[src/rtl/dr_scan_controller.sv]
`default_nettype none
// ============================================================================
// Module      : dr_scan_controller
// Description : Front-end between the BSCANE2 user-DR signals and the puzzle
//               solver. 8-bit DR scans become a byte stream held in a
//               first-word-fall-through FIFO. The solver result goes back
//               out serially on tdo during any DR scan.
// Ports       : tck/rst_n            clock, async active-low reset
//               tdi/tdo              scan data in/out, LSB first
//               ir_is_user           user instruction selected
//               capture_dr/shift_dr/update_dr  TAP DR state strobes
//               byte_data/valid/ready  FIFO head toward the solver
//               result/result_valid  solver answer to return on readback
//               fifo_level/overflow  occupancy and sticky drop flag
// Revision    : 1.0 - initial release
// ============================================================================
module dr_scan_controller #(
    parameter int DATA_WIDTH   = 8,
    parameter int RESULT_WIDTH = 32,
    parameter int FIFO_DEPTH   = 16    // power of two, >= 2
) (
    input  logic                          tck,
    input  logic                          rst_n,
    input  logic                          tdi,
    output logic                          tdo,
    input  logic                          ir_is_user,
    input  logic                          capture_dr,
    input  logic                          shift_dr,
    input  logic                          update_dr,
    output logic [DATA_WIDTH-1:0]         byte_data,
    output logic                          byte_valid,
    input  logic                          byte_ready,
    input  logic [RESULT_WIDTH-1:0]       result,
    input  logic                          result_valid,
    output logic [$clog2(FIFO_DEPTH):0]   fifo_level,
    output logic                          overflow
);

    localparam int PTR_W = $clog2(FIFO_DEPTH);
    localparam int CNT_W = $clog2(RESULT_WIDTH + 2);

    localparam logic [CNT_W-1:0] c_CNT_BYTE = CNT_W'(DATA_WIDTH);
    localparam logic [CNT_W-1:0] c_CNT_MAX  = CNT_W'(RESULT_WIDTH + 1);
    localparam logic [PTR_W:0]   c_LVL_FULL = (PTR_W + 1)'(FIFO_DEPTH);

    typedef enum logic [1:0] {
        ST_IDLE  = 2'd0,
        ST_ARMED = 2'd1,
        ST_SHIFT = 2'd2
    } state_e;

    // ------------------------------------------------------------------
    // Scan sequencing
    // ------------------------------------------------------------------
    state_e                  state_q;
    logic [DATA_WIDTH-1:0]   rx_sr_q;
    logic [RESULT_WIDTH-1:0] tx_sr_q;
    logic [CNT_W-1:0]        bit_cnt_q;

    logic frame_active;
    logic push_req;

    assign frame_active = (state_q != ST_IDLE);

    // The push decision mirrors the priority chain of the FSM below:
    // capture beats shift beats update, and only an exact byte-length
    // frame produces data (readback scans are longer and push nothing).
    assign push_req = ir_is_user & ~capture_dr & ~shift_dr & update_dr &
                      frame_active & (bit_cnt_q == c_CNT_BYTE);

    always_ff @(posedge tck or negedge rst_n) begin
        if (!rst_n) begin
            state_q   <= ST_IDLE;
            rx_sr_q   <= '0;
            tx_sr_q   <= '0;
            bit_cnt_q <= '0;
        end else if (!ir_is_user) begin
            state_q <= ST_IDLE;
        end else if (capture_dr) begin
            // Capture restarts the frame from any state; the result is
            // latched here so later changes cannot disturb the readback.
            state_q   <= ST_ARMED;
            bit_cnt_q <= '0;
            tx_sr_q   <= result_valid ? result : '0;
        end else if (frame_active && shift_dr) begin
            state_q <= ST_SHIFT;
            rx_sr_q <= {tdi, rx_sr_q[DATA_WIDTH-1:1]};
            tx_sr_q <= {1'b0, tx_sr_q[RESULT_WIDTH-1:1]};
            if (bit_cnt_q != c_CNT_MAX) begin
                bit_cnt_q <= bit_cnt_q + CNT_W'(1);
            end
        end else if (frame_active && update_dr) begin
            state_q <= ST_IDLE;
        end
    end

    // tdo comes straight from the register so bit k is stable across the
    // falling edge the host samples on.
    assign tdo = ir_is_user & frame_active & tx_sr_q[0];

    // ------------------------------------------------------------------
    // Byte FIFO (first-word-fall-through)
    // ------------------------------------------------------------------
    logic [DATA_WIDTH-1:0] mem_q [FIFO_DEPTH];
    logic [PTR_W-1:0]      wr_ptr_q;
    logic [PTR_W-1:0]      rd_ptr_q;
    logic [PTR_W:0]        level_q;
    logic                  overflow_q;

    logic fifo_full;
    logic fifo_empty;
    logic pop_req;
    logic push_ok;

    assign fifo_full  = (level_q == c_LVL_FULL);
    assign fifo_empty = (level_q == '0);
    assign pop_req    = byte_ready & ~fifo_empty;
    // A simultaneous pop frees the slot, so a push into a full FIFO is
    // still accepted in that cycle.
    assign push_ok    = push_req & (~fifo_full | pop_req);

    always_ff @(posedge tck or negedge rst_n) begin
        if (!rst_n) begin
            wr_ptr_q   <= '0;
            rd_ptr_q   <= '0;
            level_q    <= '0;
            overflow_q <= 1'b0;
        end else begin
            if (push_ok) begin
                wr_ptr_q <= wr_ptr_q + PTR_W'(1);
            end
            if (pop_req) begin
                rd_ptr_q <= rd_ptr_q + PTR_W'(1);
            end
            case ({push_ok, pop_req})
                2'b10:   level_q <= level_q + (PTR_W + 1)'(1);
                2'b01:   level_q <= level_q - (PTR_W + 1)'(1);
                default: level_q <= level_q;
            endcase
            if (push_req && fifo_full && !pop_req) begin
                overflow_q <= 1'b1;
            end
        end
    end

    // Storage needs no reset: the head is masked while the FIFO is empty.
    always_ff @(posedge tck) begin
        if (push_ok) begin
            mem_q[wr_ptr_q] <= rx_sr_q;
        end
    end

    assign byte_valid = ~fifo_empty;
    assign byte_data  = fifo_empty ? '0 : mem_q[rd_ptr_q];
    assign fifo_level = level_q;
    assign overflow   = overflow_q;

endmodule
`default_nettype wire

[config.mk]
export PLATFORM = sky130hd
export DESIGN_NAME = dr_scan_controller
export DESIGN_NICKNAME = d
export VERILOG_FILES = /design/src/rtl/dr_scan_controller.sv
export SDC_FILE = /design/constraint.sdc
export NUM_CORES = 1
export LEC_CHECK = 0
export CORE_ASPECT_RATIO = 0.8
export CORE_MARGIN = 2
export CORE_UTILIZATION = 40
export DETAILED_ROUTE_END_ITERATION = 12
export HOLD_SLACK_MARGIN = 0.15
export PLACE_DENSITY_LB_ADDON = 0.1
export SYNTH_ARGS = -nofsm -noshare
export SYNTH_HDL_FRONTEND = slang
export SYNTH_SLANG_ARGS = --single-unit
[constraint.sdc]
create_clock -name tck -period 4.2 [get_ports tck]
set_input_delay 1.05 -clock tck [delete_from_list [all_inputs] [get_ports tck]]
set_output_delay 1.05 -clock tck [all_outputs]
set_load 0.02 [all_outputs]
# After elaboration in Yosys (flattened, before gate mapping)
# Memory sizes are Yosys's and may differ from the RTL's.
# Cells that the tools add are included.
dict set report totals {
  mem_count 1
  elab_cells 61
  input_bits 41
  ramBits 128
  regBits 62
}
# name depth width rd rd_clocked_by_memory_dff wr line
set memory_table {}
lappend memory_table {mem_q 16 8 1 0 1 104} ;# logic [DATA_WIDTH-1:0] mem_q [FIFO_DEPTH];
dict set report op_classes {
  n_mux 14
  addsub 5
  n_eq_ne 6
  n_reduce_logical 13
  bitwise 14
}
# op count
set ops {}
lappend ops {{$mux W32} 3}
lappend ops {{$mux W6} 3}
lappend ops {{$pmux W5 S2} 1}
lappend ops {{$and A1 B1 Y1} 9}
lappend ops {{$add A4 B1 Y4 const B} 2}
lappend ops {{$mux W2} 4}
lappend ops {{$mux W8} 1}
lappend ops {{$reduce_bool A2 Y1} 4}
lappend ops {{$add A6 B1 Y6 const B} 1}
lappend ops {{$eq A6 B4 Y1 const B} 1}
lappend ops {{$ne A6 B6 Y1 const B} 1}
lappend ops {{$reduce_and A3 Y1} 2}
lappend ops {{$add A5 B1 Y5 const B} 1}
lappend ops {{$eq A5 B5 Y1 const B} 1}
lappend ops {{$logic_not A5 Y1} 1}
lappend ops {{$sub A5 B1 Y5 const B} 1}
lappend ops {{$logic_and A1 B1 Y1} 4}
lappend ops {{$ne A4 B1 Y1 const B} 1}
lappend ops {{$not A1 Y1} 4}
lappend ops {{$eq A2 B1 Y1 const B} 1}
lappend ops {{$eq A2 B2 Y1 const B} 1}
lappend ops {{$mux W1} 2}
lappend ops {{$reduce_and A2 Y1} 1}
lappend ops {{$logic_not A1 Y1} 1}
lappend ops {{$or A1 B1 Y1} 1}

# Longest topological paths before layout
# Gate-level depths: netlist (run 1).
dict set report depth {
  depth_word 9
  depth_mapped 11
  mapped_depth_nobuf 11
}

# Least setup slack after synthesis (run 1)
# No wires, ideal clock.
dict set report synth_timing {
  path_type {input-to-reg}
  startpoint {in shift_dr}
  endpoint {mem mem_q[0][0], enable pin}
  cell_stages 6
  arrival_ps 3120
  t_required_ps 3817
  path_buffers 1
  path_slack_ps 696
  setup_ps 383
  cell_sequence {or4b_1 or4_4 nor2_4 buf_4 nand2_1 nor3_1}
}
dict set report synth_via {
  elab_chain_len 8
}
# element line
set synth_lines {}
lappend synth_lines {{start: declaration} 28} ;# input logic shift_dr,
lappend synth_lines {{$not A1 Y1} 68} ;# assign push_req = ir_is_user & ~capture_dr & ~shift_dr & update_dr &
lappend synth_lines {{$and A1 B1 Y1 (3 in series)} 68}
lappend synth_lines {{$and A1 B1 Y1} 69} ;# frame_active & (bit_cnt_q == c_CNT_BYTE);
lappend synth_lines {{$and A1 B1 Y1} 120} ;# assign push_ok = push_req & (~fifo_full | pop_req);
lappend synth_lines {{$mux W1} 148} ;# if (push_ok) begin
lappend synth_lines {{$mux W1 (not written as such)} 149} ;# mem_q[wr_ptr_q] <= rx_sr_q;
lappend synth_lines {{end: declaration} 104}
# Every way passes these cells.

# Worst setup path after layout (run 1)
dict set report layout_timing {
  startpoint {reg rd_ptr_q[0]}
  endpoint {out byte_data[2]}
}
dict set report layout_via {
  elab_chain_len 2
}
# element line
set layout_lines {}
lappend layout_lines {{start: declaration} 106} ;# logic [PTR_W-1:0] rd_ptr_q;
lappend layout_lines {{start signal: assignment} 133} ;# rd_ptr_q <= rd_ptr_q + PTR_W'(1);
lappend layout_lines {{$mem_v2 Z16 W8} --}
lappend layout_lines {{$mux W8} 154} ;# assign byte_data = fifo_empty ? '0 : mem_q[rd_ptr_q];
lappend layout_lines {{end: declaration} 30} ;# output logic [DATA_WIDTH-1:0] byte_data,
# Every way passes these cells.

==> impl_metrics.yaml, run 1 <==
power:
  combPwrFrac_pct: 25.9
  leakagePower_nw: 3.49
  total_switching_power_mw: 1.57
  power.share.clock_pct: 29.4
  switching_share_pct: 29.4
  ir_worst_vdd_uv: 320
  power.density_mw_per_mm2: 558
  p_seq_share_pct: 44.7
  internal_power_mw: 3.78
routing:
  wirelength_um: 16600
  first_pass_iters: 4
  vias: 4441
  antenna_left: 0
  wire_per_inst_um: 18.9
  via_per_inst: 5.04
  remaining_drc_errors: 0
  drtIter0Drc: 409
floorplanning:
  std_cell_rows: 46
  coreArea_mm2: 0.0197
  die_h_um: 130
  dieArea_mm2: 0.0212
  start_util_pct: 40.5
  die_w_um: 162
  ios: 57
grt:
  grt_pass1_vias: 4411
  grt_pass1_wl_um: 25800
  antenna_found_initial: 0
  grt_use_total_pct: 16.7
  grt-ovfl-total: 0
  grt_max_degree: 65
sta:
  drv_slew: 0
  rsz0062_at_grt: "false"
  tightest_slew_ns: 0.839
  fmax_ghz: 0.248
  fin_crit_sh_pct: 96.0
  timing.hold.ws_ns: 0.460
  min_period_ns: 4.03
  slew_headroom_pct: 43.9
  skew_ns: 0.0196
  setup_tns_ns: 0
  timing_hold_violations_final: 0
  finalSetupViolCount: 0
logic_synthesis:
  ys_ff_latch: 190
  ys_warn_count: 0
  synthCells: 531
  seq_area_frac_synth_pct: 67.4
  yosysUniqueCellTypes: 47
  syn_nets: 582
  syn_area_mm2: 0.00800
  avgSynthCellArea_um2: 15.1
flow_run:
  max_cap_violations: 0
clock_tree:
  insertion_delay_ns: 0.43
  clk_path_buf_depth: 2
  cts-root-buf: "clkbuf_16"
  cts_tree: "yes"
  htreeDepth: 4
  cts.sinks: 190
  cts-buffers-inserted: 17
  clkSlewWorstSetupHoldPaths_ns: 0.07
placement:
  place_hpwl_um: 10900
  routabilityCongestion: 0.773
  io_buffer_count: 56
layout:
  utilization_pct: 48.5
  diodes: 0
  drive_above_1_share_pct: 19.0
  nFillCells: 1707
  final_common_cell: "edfxtp_1"
  syn_to_final_growth_pct: 19.7
  num-nets-final: 655
  multi_input_area_mm2: 0.00248
  final_cell_mix: "edfxtp_1 (128), dfrtp_1 (61), clkdlybuf4s50_1 (55)"
  seq_area_mm2: 0.00540
worst_setup_path:
  cp-start-kind: "flip-flop"
  path_class: "reg -> out"
  crit_arrival_ns: 2.98
  cp.required_ns: 3.15
  cp-end-kind: "output pin"
  crit_path_max_fanout: 13
outcome:
  status: "finished, final reports clean"
min_path:
  hp-class: "reg -> reg"
==> registers in the layout (all words and copies together) (netlist names) <==
| name | count |
|---|---|
| mem_q | 128 |
| bit_cnt_q | 6 |
| rx_sr_q | 8 |
| overflow | 1 |
| state_q | 2 |
| wr_ptr_q | 4 |
| tx_sr_q | 32 |
| rd_ptr_q | 4 |
| fifo_level | 5 |
==> critical path, stage by stage (launching register included) <==
cell	delay [ns]
dfrtp_4	0.58
buf_12	0.21
mux4_2	0.58
mux4_2	0.49
nor2b_1	0.14
clkdlybuf4s50_1	0.53
==> power by group through the flow <==
| stage | Combinational (mW) | Sequential, mW | Clock [mW] |
|---|---|---|---|
| after global routing | 1.50 | 2.42 | 1.69 |
| final | 1.38 | 2.39 | 1.57 |
| after CTS | 1.41 | 2.39 | 1.62 |
| after detailed placement | 1.41 | 2.43 | 0 |
| after floorplan | 0.957 | 2.31 | 0 |
| after global placement | 1.40 | 2.42 | 0 |
==> per-layer routing <==
layer | up-vias | track usage (%) | wire (µm)
li1 | 2128 | - | -
met1 | 2233 | 25.0 | 8410
met2 | 74 | 24.2 | 7410
met3 | 6 | 3.76 | 693
met4 | 0 | 5.47 | 105
met5 | - | 0 | 0
==> path summary, 6_finish.rpt <==
check	start	endpoint	slack (ns)	depth (start not counted)
min in group asynchronous	rst_n	tx_sr_q[4]	0.66	1
min	overflow	overflow	0.46	1
max in group asynchronous	rst_n	bit_cnt_q[4]	2.61	2
min reg2reg	overflow	overflow	0.46	1
max	rd_ptr_q[0]	byte_data[2]	0.17	5
max reg2reg	fifo_level[1]	fifo_level[4]	1.29	9
==> layout make-up <==
class	count	area share (%)
clock inverters	12	0.993
well taps	264	3.45
multi-input cells	307	25.9
repair buffers	81	7.89
flip-flops and latches	190	56.4
inverters	7	0.301
clock buffers	20	5.11
==> stage by stage <==
stage / instances / area, µm² / power, mW / setup WS [ns]
5_1_grt: 881 / 9580 / 5.61 / 0.0471
3_3_place_gp: 849 / 8990 / 3.82 / 0.379
6_report: 881 / 9580 / 5.35 / 0.166
3_5_place_dp: 849 / 8990 / 3.83 / 0.324
4_1_cts: 881 / 9570 / 5.42 / 0.0433
2_1_floorplan: 531 / 8000 / 3.27 / 0.696
==> synthesized netlist by cell type, drive strengths merged <==
| master | instances | area (µm²) |
|---|---|---|
| o21a | 1 | 7.51 |
| dfrtp | 62 | 1550 |
| ha | 10 | 125 |
| edfxtp | 128 | 3840 |
| a41oi | 1 | 8.76 |
| or3 | 1 | 6.26 |
| nor4 | 2 | 12.5 |
| nor3 | 5 | 25.0 |
| a31oi | 3 | 18.8 |
| nor2 | 26 | 105 |
| a21o | 2 | 22.5 |
| nor3b | 1 | 7.51 |
| and2b | 1 | 7.51 |
| nand2 | 51 | 194 |
| a31o | 1 | 8.76 |
| nor2b | 42 | 263 |
| xnor2 | 9 | 78.8 |
| a32oi | 1 | 8.76 |
| nand4 | 3 | 18.8 |
| xor2 | 1 | 8.76 |
| nand3 | 5 | 25.0 |
| a211oi | 1 | 7.51 |
| buf | 11 | 48.8 |
| and2 | 2 | 12.5 |
| mux4 | 40 | 901 |
| clkbuf | 16 | 60.1 |
| nand3b | 1 | 7.51 |
| a211o | 1 | 8.76 |
| or4b | 1 | 10.0 |
| a21oi | 36 | 180 |
| inv | 7 | 28.8 |
| or4 | 2 | 18.8 |
| o21ai | 42 | 214 |
| mux2i | 1 | 10.0 |
| mux2 | 9 | 105 |
| nand2b | 5 | 38.8 |
==> cells by family (layout without fill, tap and decap cells) <==
| logic type | count (synthesis) | count (layout) | synth area share [%] |
|---|---|---|---|
| mux | 50 | 50 | 12.7 |
| xor+xnor | 10 | 10 | 1.10 |
| simple gates | 148 | 148 | 9.40 |
| flops | 190 | 190 | 67.4 |
| fa+ha+maj | 10 | 10 | 1.56 |
| compound gates | 89 | 89 | 6.07 |
| buf+inv | 34 | 120 | 1.72 |
==> timing repair <==
item,in CTS,in global routing
endpoints found under the hold margin,0,0
hold buffers,0,0
resized for setup,0,1
buffers inserted,0,0
endpoints found under the setup margin,0,7
Power figures use the tool's default switching activity.
==> run 2: changes to the inputs <==
Settings changed: CAP_MARGIN set to 40, GPL_TIMING_DRIVEN set to 0.
==> run 2 against run 1 <==
Via count is 3.8% higher. Clock power up 7%. Final area stayed put. Hold slack improved by 0.015 ns. Non-clock buffer count rose by 6. Clock skew is 0.0049 ns lower. Register-to-register slack got worse by 0.54 ns. Power up 2.1%. Clock-buffer cell count did not move. First-iteration DRC count is 7.8% lower. Critical path type unchanged. Critical endpoint is now byte_data[7]. Largest power group unchanged. Highest routed layer unchanged.
==> impl_metrics.yaml, run 2 (synthesis gave the netlist of run 1 again) <==
power:
  power.share.clock_pct: 30.7
  power.density_mw_per_mm2: 570
  internal_power_mw: 3.90
  leakagePower_nw: 3.50
  p_seq_share_pct: 42.5
  ir_worst_vdd_uv: 240
  finalPower_mw: 5.46
  combPwrFrac_pct: 26.9
  total_switching_power_mw: 1.56
  switching_share_pct: 28.6
worst_setup_path:
  reg2reg_depth: 7
  worstReg2RegEnd: "mem_q[0][1]"
  ff2ff_setup_slack_ns: 0.75
  cp-start-kind: "flip-flop"
  cp.required_ns: 3.15
  crit_path_frequent_cell: "mux4_2"
  cp_cell_sequence: "clkbuf_4 -> buf_6 -> mux4_2 -> mux4_2 -> nor2b_1 -> clkdlybuf4s50_1"
  rr_startpoint: "bit_cnt_q[2]"
  cp-end-kind: "output pin"
  critPathSlowestCell: "mux4_2"
  crit_arrival_ns: 3.03
  crit_path_max_fanout: 10
  slowest_delay_ns: 0.57
  path_class: "reg -> out"
sta:
  drv_slew: 0
  rsz0062_at_grt: "false"
  fin_crit_sh_pct: 97.2
  slew_headroom_pct: 40.4
  timing.hold.ws_ns: 0.475
  tightest_slew_ns: 0.890
  timing_hold_violations_final: 0
  finalSetupViolCount: 0
  fmax_ghz: 0.245
  skew_ns: 0.0147
  setup_tns_ns: 0
  min_period_ns: 4.08
min_path:
  hp-class: "reg -> reg"
  min_from: "tx_sr_q[9]"
  holdPathStages: 2
  min_to: "tx_sr_q[9]"
layout:
  final_cell_mix: "edfxtp_1 (128), dfrtp_1 (62), clkdlybuf4s50_1 (51)"
  nFillCells: 1699
  diodes: 0
  stdcell_count: 887
  num-nets-final: 661
  final_area_mm2: 0.00958
  top_register: "mem_q"
  syn_to_final_growth_pct: 19.7
  top_regs: "mem_q: 128 flops, tx_sr_q: 32 flops, rx_sr_q: 8 flops"
  drive_above_1_share_pct: 16.2
  largest_register_ffs: 128
  final_common_cell: "edfxtp_1"
placement:
  place_hpwl_um: 11500
  routabilityCongestion: 0.809
  placed_area_mm2: 0.00893
  placed_cells_incl_taps: 856
  io_buffer_count: 56
routing:
  remaining_drc_errors: 0
  wirelength_um: 17100
  antenna_left: 0
  first_pass_iters: 5
  via_per_inst: 5.20
  met1_length_um: 8520
  wire_per_inst_um: 19.3
  wl_met2_um: 7810
  highest_layer: "met4"
  drtIter0Drc: 377
  met3WireLength_um: 609
  vias: 4609
clock_tree:
  insertion_delay_ns: 0.43
  ctsHoldBuffers: 0
  cts-root-buf: "clkbuf_16"
  clkSlewWorstSetupHoldPaths_ns: 0.07
  htreeDepth: 4
  clk_path_buf_depth: 2
  cts_tree: "yes"
  cts.sinks: 190
  cts-buffers-inserted: 17
floorplanning:
  die_h_um: 130
  dieArea_mm2: 0.0212
  start_util_pct: 40.5
  std_cell_rows: 46
  die_w_um: 162
  coreArea_mm2: 0.0197
  ios: 57
flow_run:
  max_cap_violations: 0
grt:
  grt-ovfl-total: 0
  antenna_found_initial: 2
  grt_pass1_wl_um: 26200
  grt_pass1_vias: 4563
  grt_max_degree: 63
  grt_use_total_pct: 16.9
outcome:
  status: "finished, final reports clean"
run 2: power by group through the flow:
| stage | Clock (mW) | Combinational (mW) | Sequential (mW) |
|---|---|---|---|
| after global routing | 1.79 | 1.59 | 2.34 |
| final | 1.68 | 1.47 | 2.32 |
| after floorplan | 0 | 0.957 | 2.31 |
| after detailed placement | 0 | 1.49 | 2.34 |
| after global placement | 0 | 1.46 | 2.33 |
| after CTS | 1.71 | 1.49 | 2.32 |
run 2: worst max-delay path: cells and delay by family (launching register included):
family	cells	cell delay, ns
muxes	2	1.05
and+or+nand+nor	1	0.14
DFF	1	0.37
buffers and inverters	3	1.04
run 2: repair_timing:
item / CTS / global route
resized for setup: 9 / 6
setup buffers: 0 / 0
endpoints found under the setup margin: 8 / 8
run 2: through the flow:
stage / utilization [%] / worst slack, ns
CTS: 48.4 / 0.0187
finish: 48.5 / 0.116
global route: 48.5 / 0.0102
detailed placement: 45.2 / -0.362
floorplan: - / 0.696
global placement: 45.0 / -0.477
run 2: layer usage:
metal | track usage, % | vias to the layer above
li1 | - | 2138
met1 | 25.1 | 2372
met2 | 25.3 | 91
met3 | 3.76 | 8
met4 | 4.79 | 0
met5 | 0 | -
run 2: final cells by class:
cell class | count | area (µm²) | area share [%]
Buffer | 26 | 131 | 1.37
Clock buffer | 20 | 457 | 4.77
Clock inverter | 12 | 158 | 1.65
Inverter | 7 | 28.8 | 0.301
Multi-Input combinational cell | 307 | 2470 | 25.8
Sequential cell | 190 | 5400 | 56.3
Tap cell | 264 | 330 | 3.45
Timing Repair Buffer | 61 | 609 | 6.36
run 2: worst max-delay path by stage:
stage              endpoint   startpoint  slack, ns  cells after the start
3_5_place_dp    mem_q[0][1]     shift_dr      -0.36                      8
5_1_grt        byte_data[5]  rd_ptr_q[0]       0.01                      6
2_1_floorplan   mem_q[0][0]     shift_dr       0.70                      6
6_report       byte_data[7]  rd_ptr_q[0]       0.12                      6
3_3_place_gp    mem_q[0][6]     shift_dr      -0.48                      7
4_1_cts        byte_data[2]  rd_ptr_q[0]       0.02                      6
==> run 3: changes to the inputs <==
Settings changed: CTS_CLUSTER_DIAMETER set to 150.
==> results of run 3 <==
Same layout as run 2: the final DEF is identical, and so are final timing and power.
==> edit 1: new RTL, config.mk and constraints of run 2 <==
Re-encode `state_e` (3 states) as one-hot, 3 bits wide.
--- a/src/rtl/dr_scan_controller.sv
+++ b/src/rtl/dr_scan_controller.sv
@@ -44,8 +44,8 @@
     localparam logic [PTR_W:0]   c_LVL_FULL = (PTR_W + 1)'(FIFO_DEPTH);
 
-    typedef enum logic [1:0] {
-        ST_IDLE  = 2'd0,
-        ST_ARMED = 2'd1,
-        ST_SHIFT = 2'd2
+    typedef enum logic [2:0] {
+        ST_IDLE  = 3'b001,
+        ST_ARMED = 3'b010,
+        ST_SHIFT = 3'b100
     } state_e;
 
Function: same outputs for any inputs over 10 cycles, from zero or initial values and one cycle with rst_n low; not proved beyond that.
==> edit 1 against run 2 <==
- non-clock buffer count unchanged
- register-to-register slack better by 540 ps
- clock skew up 9.8 ps
- sequential power up 7%
- final area up 0.43%
- worst setup slack better by 110 ps
- wire length up 0.58%
- via count up 1.9%
- total power up 5.5%
- sequential cell count up 1
- area after synthesis up 1.2%
- largest power group unchanged
==> edit 1: results (changes against run 2) <==
Critical path
  • Reg2reg start: state_q[0]
  • CP Data Arrival Time: 2920 ps (-110 ps)
  • Worst Setup SP: rd_ptr_q[1]
  • Crit path to: byte_data[0]
  • R2R Path End: mem_q[3][4]

Placement
  • Pre-CTS WS: 52.67 ps (+414.9 ps)
  • Final Wtd Congestion: 0.7690 (-4.9%)
  • Post-DP Area: 0.008987 mm^2 (+0.66%)
  • Placed Cells incl. Taps: 862 (+0.70%)

Global routing
  • First-pass GRT wire length: 27,030 um (+3.2%)
  • Total track usage: 0.1695 (+0.0003416)
  • Initial antenna violation count: 0 (-2)
  • Largest net degree at the start of global routing: 64 (+1.6%)
  • Number of global-route vias before repair: 4,746 (+4.0%)

Outcome
  • Outcome: finished, final reports clean

Synthesis
  • Synth top cells by count: 128 x edfxtp_1, 62 x dfrtp_1, 44 x nand2_1
  • Sequential share of the synthesized area: 0.6700 (-0.004471)
  • Syn avg cell area: 14.96 um^2 (-0.71%)
  • Syn_nets: 594 (+2.1%)
  • Fraction of registers with async set/reset: 0.3298 (+0.003527)

Worst hold path
  • Hold path startpoint: tx_sr_q[8]
  • Worst Hold Path EP: tx_sr_q[8]

Detailed routing
  • Detailed Routing Iterations Pass 1: 4 (-1)
  • Routed vias/inst: 5.253 (+1.1%)
  • DRT iter0 DRCs: 343 (-9.0%)
  • Total Routed Length: 17,210 um (+0.58%)
  • Routed len/inst: 19.24 um (-0.21%)

Timing
  • Hold slack final: 475.9 ps (+1.202 ps)
  • Fin crit period: 3972 ps (-112.8 ps)

Finish
  • Area Growth Syn to Fin: 18.85%
  • Fill cells: 1,744 (+2.6%)
  • # nets final: 670 (+1.4%)
  • Share of layout cells above drive strength 1: 0.1540 (-0.008151)

Power
  • Worst vdd ir: 0.2995 mV (+25%)
  • LEAKAGE: 3.519 nW (+0.57%)
[edit 1: changes by cell type in the layout (fill, tap and decap cells not counted), sizes merged, moves of 6 or more]
cell	before	now
nor2	26	6
and3	0	18
mux4	40	32
nand2	51	44
a22oi	0	16
a21oi	36	42
[edit 1: report_power, final]
part           internal, mW  switching (mW)  total, mW
clock network          1.00           0.701       1.70
registers              2.25           0.234       2.49
logic                 0.760           0.811       1.57
total                  4.01            1.75       5.76
[edit 1: layer usage]
layer  global-route usage  vias to the layer above  share of wire
li1                     -                     2185              -
met1               0.2560                     2416           0.50
met2               0.2469                       83           0.45
met3              0.03472                       12          0.035
met4              0.05113                        0          0.010
met5                    0                        -              0
[edit 1: repair_timing]
action | 4_1_cts | 5_1_grt
hold buffers | 0 | 0
gates resized for setup | 2 | 3
setup endpoints to repair | 7 | 7
cloned | 0 | 0
setup buffers | 0 | 0
[edit 1: cell type report]
| class | instances | share of cell area |
|---|---|---|
| buffer | 30 | 0.01496 |
| clock inverter | 13 | 0.01952 |
| tap | 264 | 0.03435 |
| timing repair buffer | 57 | 0.05881 |
| multi-input combinational | 308 | 0.2589 |
| inverter | 12 | 0.004684 |
| sequential | 191 | 0.5638 |
| clock buffer | 19 | 0.04502 |
[edit 1: cells by family (layout without fill, tap and decap cells)]
logic type               after synthesis  count (layout)  synth area share
AND/OR/NAND/NOR                      135             135           0.09340
flip-flops                           191             191            0.6700
AO/OA/AOI/OAI                        106             106           0.07716
buffers and inverters                 42             131           0.02227
multiplexers                          45              45            0.1069
adder cells (fa/ha/maj)               12              12           0.01948
XOR/XNOR                              10              10           0.01082
[edit 1: worst max-delay path, cell delays in order (launching register included)]
cell and delay (ps):
dfrtp_1 360, clkbuf_1 400, clkbuf_2 410, mux4_2 420, a22oi_1 210, a21oi_1 130, clkdlybuf4s50_1 570
==> edit 2: new RTL, flow settings as in run 2 <==
Without the edit above. Change the parameter `RESULT_WIDTH` from 32 to 128.
--- a/src/rtl/dr_scan_controller.sv
+++ b/src/rtl/dr_scan_controller.sv
@@ -17,5 +17,5 @@
 module dr_scan_controller #(
     parameter int DATA_WIDTH   = 8,
-    parameter int RESULT_WIDTH = 32,
+    parameter int RESULT_WIDTH = 128,
     parameter int FIFO_DEPTH   = 16    // power of two, >= 2
 ) (
Ports: changed (resized result); port bits go from 57 to 153. No check against the original RTL was run, so the function may have changed too.
==> edit 2 against run 2 <==
- area after synthesis rose by 52%
- count of clock-buffer cells in the layout up 24
- total power increased by 47%
- final area rose by 59%
- sequential power grew 52%
- worst setup slack better by 67 ps
- global-route usage up 1.3 points
- sequential cell count rose by 98
- clock skew grew 8.3 ps
- wire length grew 68%
- clock power is 66% higher
- largest power group unchanged
==> edit 2: results (changes against run 2) <==
Synthesis
  • Fraction of registers with async set/reset: 0.5556 (+0.2292)
  • Post-Synth XOR/XNOR Area: 0.01081 (-0.0001426)
  • Main area contributors after synthesis: dfrtp_1 33%, edfxtp_1 32%, a221oi_1 9.1%, nor2_1 7.9%, mux4_2 5.9%
  • Distinct cell type count after synthesis: 43 (-8.5%)
  • Compound-Gate Fraction of Synth Area: 0.1080 (+0.04727)
  • Post-Syn Instances: 939 (+77%)
  • Syn_nets: 1,086 (+87%)
  • Synth top cells by count: 255 x nor2_1, 160 x dfrtp_1, 128 x edfxtp_1
  • Post-synthesis adder-cell area fraction: 0.01091 (-0.004732)

Placement
  • IO Port Bufs: 151 (+170%)
  • Pre-CTS WS: 473.0 ps (+835.3 ps)
  • Placed Cells incl. Taps: 1,505 (+76%)

CTS
  • Insertion delay to the later sink of the worst-skew pair: 560 ps (+130 ps)
  • H-Tree Depth: 1 (-3)
  • TritonCTS Buffers: 30 (+13)

Outcome
  • Outcome: finished, final reports clean

Critical path
  • R2R Path End: fifo_level[3]
  • CP Data Arrival Time: 2970 ps (-60 ps)
  • Slowest CP cell: clkdlybuf4s50_1
  • Top delay family on crit path: buffers and inverters
  • Reg2reg start: fifo_level[0]
  • R2R Setup Slk: 1480 ps (+730 ps)
  • Worst Reg-to-Reg Cells: 8 (+1)

Global routing
  • Met2 Resource Use GR: 0.2724 (+0.01934)
  • Initial antenna violation count: 1 (-1)
  • Number of global-route vias before repair: 8,217 (+80%)
  • Largest net degree at the start of global routing: 98 (+56%)
  • GR Util met3: 0.04900 (+0.01143)
  • Total track usage: 0.1825 (+0.01337)
  • First-pass GRT wire length: 45,650 um (+74%)

Timing
  • Relative slew slack: 0.4744 (+0.07009)
  • Setup ws final: 182.6 ps (+67.04 ps)
  • Final Skew: 22.97 ps (+8.282 ps)

Worst hold path
  • Hold Path Class: in2async

Power
  • LEAKAGE: 5.699 nW (+63%)
  • Worst vdd ir: 0.3310 mV (+38%)

Detailed routing
  • DRT iter0 DRCs: 552 (+46%)
  • Routed len/inst: 18.44 um (-4.4%)
  • Routed vias/inst: 5.255 (+1.1%)

Finish
  • Top flop regs: mem_q x128, tx_sr_q x128
  • # nets final: 1,271 (+92%)
## edit 2: cell count changes after synthesis, moves of 9 or more
cell and change:
o22ai_1 +9, a221oi_1 +126, nor2b_1 -39, clkbuf_1 +40, nor2_1 +230, o21ai_0 -18, a21oi_1 -26, and2_1 +16
nand2_1 -35, dfrtp_1 +98, o21ai_1 -16, mux2i_1 +17
## edit 2: worst max-delay path by stage
stage | startpoint | endpoint | cells after the start
after floorplan | ir_is_user | fifo_level[4] | 9
after global placement | rst_n | tx_sr_q[3] | 1
after detailed placement | capture_dr | fifo_level[4] | 9
after global routing | rd_ptr_q[0] | byte_data[5] | 6
final | rd_ptr_q[1] | byte_data[1] | 6
after CTS | rd_ptr_q[0] | byte_data[1] | 6
## edit 2: area by class of cell
| type | count | area [um^2] |
|---|---|---|
| Sequential cell | 288 | 7848 |
| Inverter | 11 | 41.29 |
| Fill cell | 2704 | 14900 |
| Tap cell | 413 | 516.7 |
| Clock inverter | 9 | 146.4 |
| Clock buffer | 44 | 884.6 |
| Multi-Input combinational cell | 570 | 3996 |
| Timing Repair Buffer | 153 | 1551 |
| Buffer | 70 | 284.0 |
## edit 2: repair_timing
action / CTS / global route
setup endpoints to repair: 8 / 6
resized for setup: 4 / 4
hold buffers: 0 / 0
## edit 2: cells by family after synthesis
group                      after synthesis
DFF                                    288
AOI/OAI and AO/OA                      160
buffers and inverters                   81
adders and majority gates               10
muxes                                   59
xor gates and xnor gates                15
and+or+nand+nor                        326
## edit 2: metrics by stage
step	setup TNS [ps]	hold WS [ps]	instance area [um^2]
floorplan	0	449.8	12160
finish	0	433.3	15270
detailed placement	0	466.6	14220
global placement	-790720	467.5	14180
global route	0	465.6	15270
CTS	0	443.4	15260
## edit 2: worst reg2reg max path, delay by kind of cell, from the launching register on
family,cells,cell delay [ps]
XOR/XNOR,1,160
AO/OA/AOI/OAI,4,720
flip-flops,1,450
adder cells (fa/ha/maj),1,330
AND/OR/NAND/NOR,2,990
## edit 2: routing by layer
| layer | routed length, um | part of all wire |
|---|---|---|
| met3 | 1985 | 0.069 |
| met5 | 15 | 0.00052 |
| met1 | 13470 | 0.47 |
| met4 | 573 | 0.020 |
| met2 | 12690 | 0.44 |
## edit 2: where the power goes
group / total, mW / internal [mW] / leakage, nW / switching [mW]
logic: 1.71 / 0.837 / 2.13 / 0.871
clock network: 2.79 / 1.69 / 0.505 / 1.09
registers: 3.53 / 3.27 / 3.06 / 0.257
total: 8.02 / 5.80 / 5.70 / 2.22
